**src/rtl/byte_to_word.sv**
```systemverilog
// -----------------------------------------------------------------------------
// byte_to_word
//
// Receive-side width converter for the two-lane unstriping multiplexer. It
// runs on the 4x clock (clk_4f). The block stays in INIT until it has seen
// BC_COUNT consecutive idle COM characters. It then goes ACTIVE and packs
// every four consecutive valid bytes, MSB first, into one 32-bit word.
// Each word is held on data_out/valid_out for four clk_4f edges, so the
// downstream lane input that samples on clk_f sees one word per period.
//
// Parameters
//   COM_CHAR  idle/comma byte expected while valid_in=0 (default 8'hBC)
//   BC_COUNT  consecutive COM bytes needed to go active, 1..15 (default 4)
//
// Optional feature macro
//   COM_CHECK_EN  when defined, flags idle bytes that are not COM_CHAR while
//                 ACTIVE on error_out; when undefined, error_out is tied to 0
//
// Ports
//   clk_4f      in   1   sole clock, all logic on posedge
//   reset_L     in   1   synchronous active-low reset
//   data_in     in   8   byte from the upstream byte stream
//   valid_in    in   1   data_in carries payload (0 = idle)
//   data_out    out  32  assembled word {b0,b1,b2,b3}, b0 received first
//   valid_out   out  1   data_out holds a complete word
//   active_out  out  1   link synchronised, words are being assembled
//   error_out   out  1   idle byte was not COM_CHAR (COM_CHECK_EN only)
// -----------------------------------------------------------------------------
module byte_to_word #(
    parameter logic [7:0] COM_CHAR = 8'hBC,
    parameter int          BC_COUNT = 4
) (
    input  logic        clk_4f,
    input  logic        reset_L,
    input  logic [7:0]  data_in,
    input  logic        valid_in,
    output logic [31:0] data_out,
    output logic        valid_out,
    output logic        active_out,
    output logic        error_out
);

    typedef enum logic {S_INIT = 1'b0, S_ACTIVE = 1'b1} state_t;

    localparam logic [3:0] BC_LIM = 4'(BC_COUNT);

    state_t      state;
    state_t      state_nxt;
    logic [3:0]  bc_cnt;
    logic [1:0]  byte_idx;
    logic [23:0] acc_p0;     // first three bytes of the word being built
    logic [1:0]  hold_cnt;   // edges elapsed since the last word load
    logic        is_com;
    logic        bc_done;

    assign is_com  = !valid_in && (data_in == COM_CHAR);
    // True on the sample that completes the required run of COM bytes.
    assign bc_done = is_com && ((bc_cnt + 4'd1) == BC_LIM);

    // State register
    always_ff @(posedge clk_4f) begin
        if (!reset_L) state <= S_INIT;
        else          state <= state_nxt;
    end

    // Next-state logic: ACTIVE is left only through reset
    always_comb begin
        state_nxt = state;
        if (state == S_INIT && bc_done) state_nxt = S_ACTIVE;
    end

    // Output logic
    always_comb begin
        active_out = (state == S_ACTIVE);
    end

    // Consecutive COM counter, only meaningful while in INIT
    always_ff @(posedge clk_4f) begin
        if (!reset_L) begin
            bc_cnt <= 4'd0;
        end else if (state == S_INIT) begin
            bc_cnt <= is_com ? bc_cnt + 4'd1 : 4'd0;
        end
    end

    // Byte packing and word hold
    always_ff @(posedge clk_4f) begin
        if (!reset_L) begin
            byte_idx  <= 2'd0;
            acc_p0    <= 24'd0;
            data_out  <= 32'd0;
            valid_out <= 1'b0;
            hold_cnt  <= 2'd0;
        end else begin
            // Hold expiry; a load on this same edge overrides it below.
            if (valid_out) begin
                if (hold_cnt == 2'd3) valid_out <= 1'b0;
                else                  hold_cnt  <= hold_cnt + 2'd1;
            end
            if (state == S_ACTIVE) begin
                if (valid_in) begin
                    if (byte_idx == 2'd3) begin
                        data_out  <= {acc_p0, data_in};
                        valid_out <= 1'b1;
                        hold_cnt  <= 2'd0;
                        byte_idx  <= 2'd0;
                    end else begin
                        case (byte_idx)
                            2'd0:    acc_p0[23:16] <= data_in;
                            2'd1:    acc_p0[15:8]  <= data_in;
                            default: acc_p0[7:0]   <= data_in;
                        endcase
                        byte_idx <= byte_idx + 2'd1;
                    end
                end else begin
                    // An idle sample abandons any partially collected word.
                    byte_idx <= 2'd0;
                end
            end
        end
    end

`ifdef COM_CHECK_EN
    // Registered idle-byte check; one cycle per bad sample, never gates the FSM.
    always_ff @(posedge clk_4f) begin
        if (!reset_L) error_out <= 1'b0;
        else          error_out <= (state == S_ACTIVE) && !valid_in &&
                                   (data_in != COM_CHAR);
    end
`else
    assign error_out = 1'b0;
`endif

endmodule

```
**config.mk**
```make
export PLATFORM = sky130hd
export DESIGN_NAME = byte_to_word
export DESIGN_NICKNAME = d
export VERILOG_FILES = /design/src/rtl/byte_to_word.sv
export SDC_FILE = /design/constraint.sdc
export NUM_CORES = 1
export LEC_CHECK = 0
export CELL_PAD_IN_SITES_DETAIL_PLACEMENT = 1
export CELL_PAD_IN_SITES_GLOBAL_PLACEMENT = 1
export CORE_ASPECT_RATIO = 0.9
export CORE_MARGIN = 2
export CORE_UTILIZATION = 38
export CTS_CLUSTER_SIZE = 8
export DETAILED_ROUTE_END_ITERATION = 7
export GPL_TIMING_DRIVEN = 0
export PLACE_DENSITY = 0.88
export SETUP_SLACK_MARGIN = 0.02
export SYNTH_ARGS = -nofsm -noshare
export SYNTH_HDL_FRONTEND = slang
export SYNTH_SLANG_ARGS = --single-unit
```
**constraint.sdc**
```tcl
create_clock -name clk_4f -period 1.9 [get_ports clk_4f]
set_input_delay 0.38 -clock clk_4f [delete_from_list [all_inputs] [get_ports clk_4f]]
set_output_delay 0.38 -clock clk_4f [all_outputs]
set_load 0.05 [all_outputs]
```
==> flow_metrics.env <==
export IMPL_run_status="finished, final reports clean"
export IMPL_critPathTopFamily="buffers and inverters"
export IMPL_port_buffers=44
export IMPL_yosysTopAreaCellShare=0.517
export IMPL_worst_clock_skew_ns=0.00675
export IMPL_clock_sink_count=66
export IMPL_crit_required_ns=1.52
export IMPL_insertion_delay_ns=0.35
export IMPL_syn_avg_cell_area_um2=8.35
export IMPL_fin_total_pwr_w=0.00278
export IMPL_gpl_final_weighted_congestion=0.810
export IMPL_timing_worst_setup_path_type="reg -> out"
export IMPL_grt_antenna_before_repair=0
export IMPL_synth_main_ff_cell="sky130_fd_sc_hd__dfxtp_1"
export IMPL_placedCellCount=440
export IMPL_synth_edff_count=0
export IMPL_postRouteWirelength_mm=6.91
export IMPL_worst_path_max_fanout=2
export IMPL_worst_setup_path_end_kind="output pin"
export IMPL_fin_crit_ns=1.84
export IMPL_die_x_um=90.4
export IMPL_critical_path_max_stage_delay_ns=0.80
export IMPL_timing_critical_path_from_type="register"
export IMPL_cp_data_arrival_time_ns=1.46
export IMPL_flow_area_growth_from_synthesis_pct=31.8
export IMPL_clock_tree_root_cell="sky130_fd_sc_hd__clkbuf_8"
export IMPL_cts_htree_levels=3
export IMPL_seq_area_frac_synth=0.517
export IMPL_detailedPlacementHpwl_mm=4.78
export IMPL_multi_input_comb_area_um2=1140
export IMPL_clock_pin_slew_of_the_registers_on_the_worst_case_setup_and_hold_paths_ns=0.07
export IMPL_grtUsageTotal=0.196
export IMPL_netlist_cell_type_count=29
export IMPL_critical_path_cell_chain="clkdlybuf4s50_1"
export IMPL_tritoncts="yes"
export IMPL_ports=46
export IMPL_floorplan_initialDensity=0.390
export IMPL_dr_first_iter_drc_count=131
export IMPL_final_max_slew_viol_count=0
export IMPL_syn_area_um2=2550
export IMPL_vdd_drop_max_mv=0.598
export IMPL_synth_seq_cells=66
export IMPL_cts_buffers_inserted=9
export IMPL_insertedDiodeCount=0
export IMPL_layout_drive_gt1_share=0.0656
export IMPL_upper_clock_frequency_limit_mhz=544
export IMPL_synth_area_leader_cell="sky130_fd_sc_hd__dfxtp_1"
export IMPL_first_pass_grt_wire_length_mm=11.1
export IMPL_cellLeakagePower_nw=1.64
export IMPL_maxSlewHeadroom=0.633
export IMPL_grt_max_degree=12
export IMPL_fp_dieH_um=81.8
export IMPL_vias_per_cell=4.88
export IMPL_grt_setup_unrepaired="false"
export IMPL_wl_per_cell_um=15.2
export IMPL_synthesis_yosys_warnings=0
export IMPL_final_layout_worst_hold_slack_ns=0.436
export IMPL_hold_class="in -> reg"
export IMPL_cellPowerDensity_nw_per_um2=826
export IMPL_timing_final_hold_violations=0
export IMPL_final_design_area_no_fill_um2=3370
export IMPL_netlist_top_cells_count="109 x sky130_fd_sc_hd__nand2_1, 66 x sky130_fd_sc_hd__dfxtp_1, 35 x sky130_fd_sc_hd__a21oi_1, 19 x sky130_fd_sc_hd__a21boi_1, 16 x sky130_fd_sc_hd__clkbuf_1"
export IMPL_synthesis_nets=323
export IMPL_routed_via_count=2225
export IMPL_drt_pass1_iter_count=4
export IMPL_setup_violations_final=0
export IMPL_die_area_um2=7390
export IMPL_core_region_area_um2=6550
export IMPL_maxCapViolations=0
export IMPL_std_cell_rows=28
export IMPL_design_final_nets=378
export IMPL_finish_cell_count_without_fillers=456
export IMPL_global_route_overflow_total=0
export IMPL_ys_top_cells_by_area="sky130_fd_sc_hd__dfxtp_1 52%, sky130_fd_sc_hd__nand2_1 16%, sky130_fd_sc_hd__a21oi_1 6.9%, sky130_fd_sc_hd__a21boi_1 5.6%, sky130_fd_sc_hd__mux2i_1 3.1%"
export IMPL_setup_total_negative_slack_ns=0
export IMPL_dpl_instance_area_um2=3110
export IMPL_critical_path_slowest_cell="sky130_fd_sc_hd__clkdlybuf4s50_1"
export IMPL_synthesis_instances=306
export IMPL_cts_buffer_depth=2
export IMPL_remaining_drc_errors=0
export IMPL_synthMostInstantiatedCell="sky130_fd_sc_hd__nand2_1"
export IMPL_worstPathBufferInverterCount=1
export IMPL_worst_slew_pin_transition_ns=0.549
export IMPL_period_share=0.968
export IMPL_regArea_um2=1320
export IMPL_drtAntennaViolNets=0
export IMPL_first_global_vias=2232
export IMPL_synth_async_sr_flop_share=0
export IMPL_final_fill_count=806
[state kept, by name, summed over array words and instances, names as in the netlist]
| name | cells |
|---|---|
| active_out | 1 |
| byte_idx | 2 |
| bc_cnt | 4 |
| acc_p0 | 24 |
| hold_cnt | 2 |
| valid_out | 1 |
| data_out | 32 |
[cell families after synthesis]
family                   synth area share
AND/OR/NAND/NOR                     0.246
flip-flops                          0.517
AO/OA/AOI/OAI                       0.136
buffers and inverters              0.0353
multiplexers                       0.0314
adder cells (fa/ha/maj)            0.0294
other                             0.00147
XOR/XNOR                          0.00343
[path summary, 6_finish.rpt]
| kind | cells past startpoint | start | slack, ns | end |
|---|---|---|---|---|
| worst max register to register | 5 | byte_idx[0] | 0.21 | data_out[31] |
| worst min-delay path | 3 | data_in[0] | 0.44 | acc_p0[16] |
| worst max-delay path | 1 | data_out[27] | 0.06 | data_out[27] |
| worst min register to register | 2 | data_out[23] | 0.45 | data_out[23] |
[timing repair]
action | 4_1_cts | 5_1_grt
pin swaps | 1 | 0
resized for setup | 19 | 21
hold buffers | 0 | 0
setup endpoints to repair | 37 | 39
buffers inserted | 1 | 0
[tightest hold or removal path: cells and delay by family]
kind	cells	cell delay (ns)
compound gates	1	0.05
simple gates	1	0.09
buf+inv	1	0.20
[report_power, final]
group	leakage, nW	internal, W	total (W)	switching (W)
logic	0.997	0.0000308	0.0000857	0.0000548
clock network	0.109	0.000771	0.00131	0.000542
registers	0.531	0.00138	0.00138	0.0000000355
[layout make-up]
type                            instances  area share
Clock inverter                          5      0.0230
Tap cell                               90      0.0335
Inverter                                3     0.00335
Buffer                                 17      0.0234
Multi-Input combinational cell        219       0.339
Sequential cell                        66       0.393
Clock buffer                           11      0.0420
Timing Repair Buffer                   45       0.143
[placed cells by master, fill, tap and decap left out, drive strengths merged, types with 2 or more instances in the layout]
cell type,count
mux2i,8
inv,3
nor3,2
a21oi,35
bufinv,2
a21boi,19
o21ai,3
clkdlybuf4s50,7
dfxtp,66
nor2b,8
ha,6
clkbuf,26
clkinv,2
nand2,109
nor2,7
dlygate4sd2,16
buf,3
and2,3
dlymetal6s2s,21
nand3,8
[layer usage]
| metal | routed length (µm) | track usage | part of all wire | up-vias |
|---|---|---|---|---|
| met5 | 0 | 0 | 0 | - |
| met4 | 84 | 0.0692 | 0.012 | 0 |
| met3 | 269 | 0.0587 | 0.039 | 9 |
| met2 | 3310 | 0.322 | 0.48 | 44 |
| met1 | 3240 | 0.250 | 0.47 | 1064 |
| li1 | - | - | - | 1108 |
[metrics by stage]
step                utilization  setup WS [ns]
global placement          0.474         -0.417
global route              0.514         0.0249
floorplan                     -          0.136
finish                    0.514         0.0602
CTS                       0.506         0.0203
detailed placement        0.474         -0.495
Power figures use the tool's default switching activity.
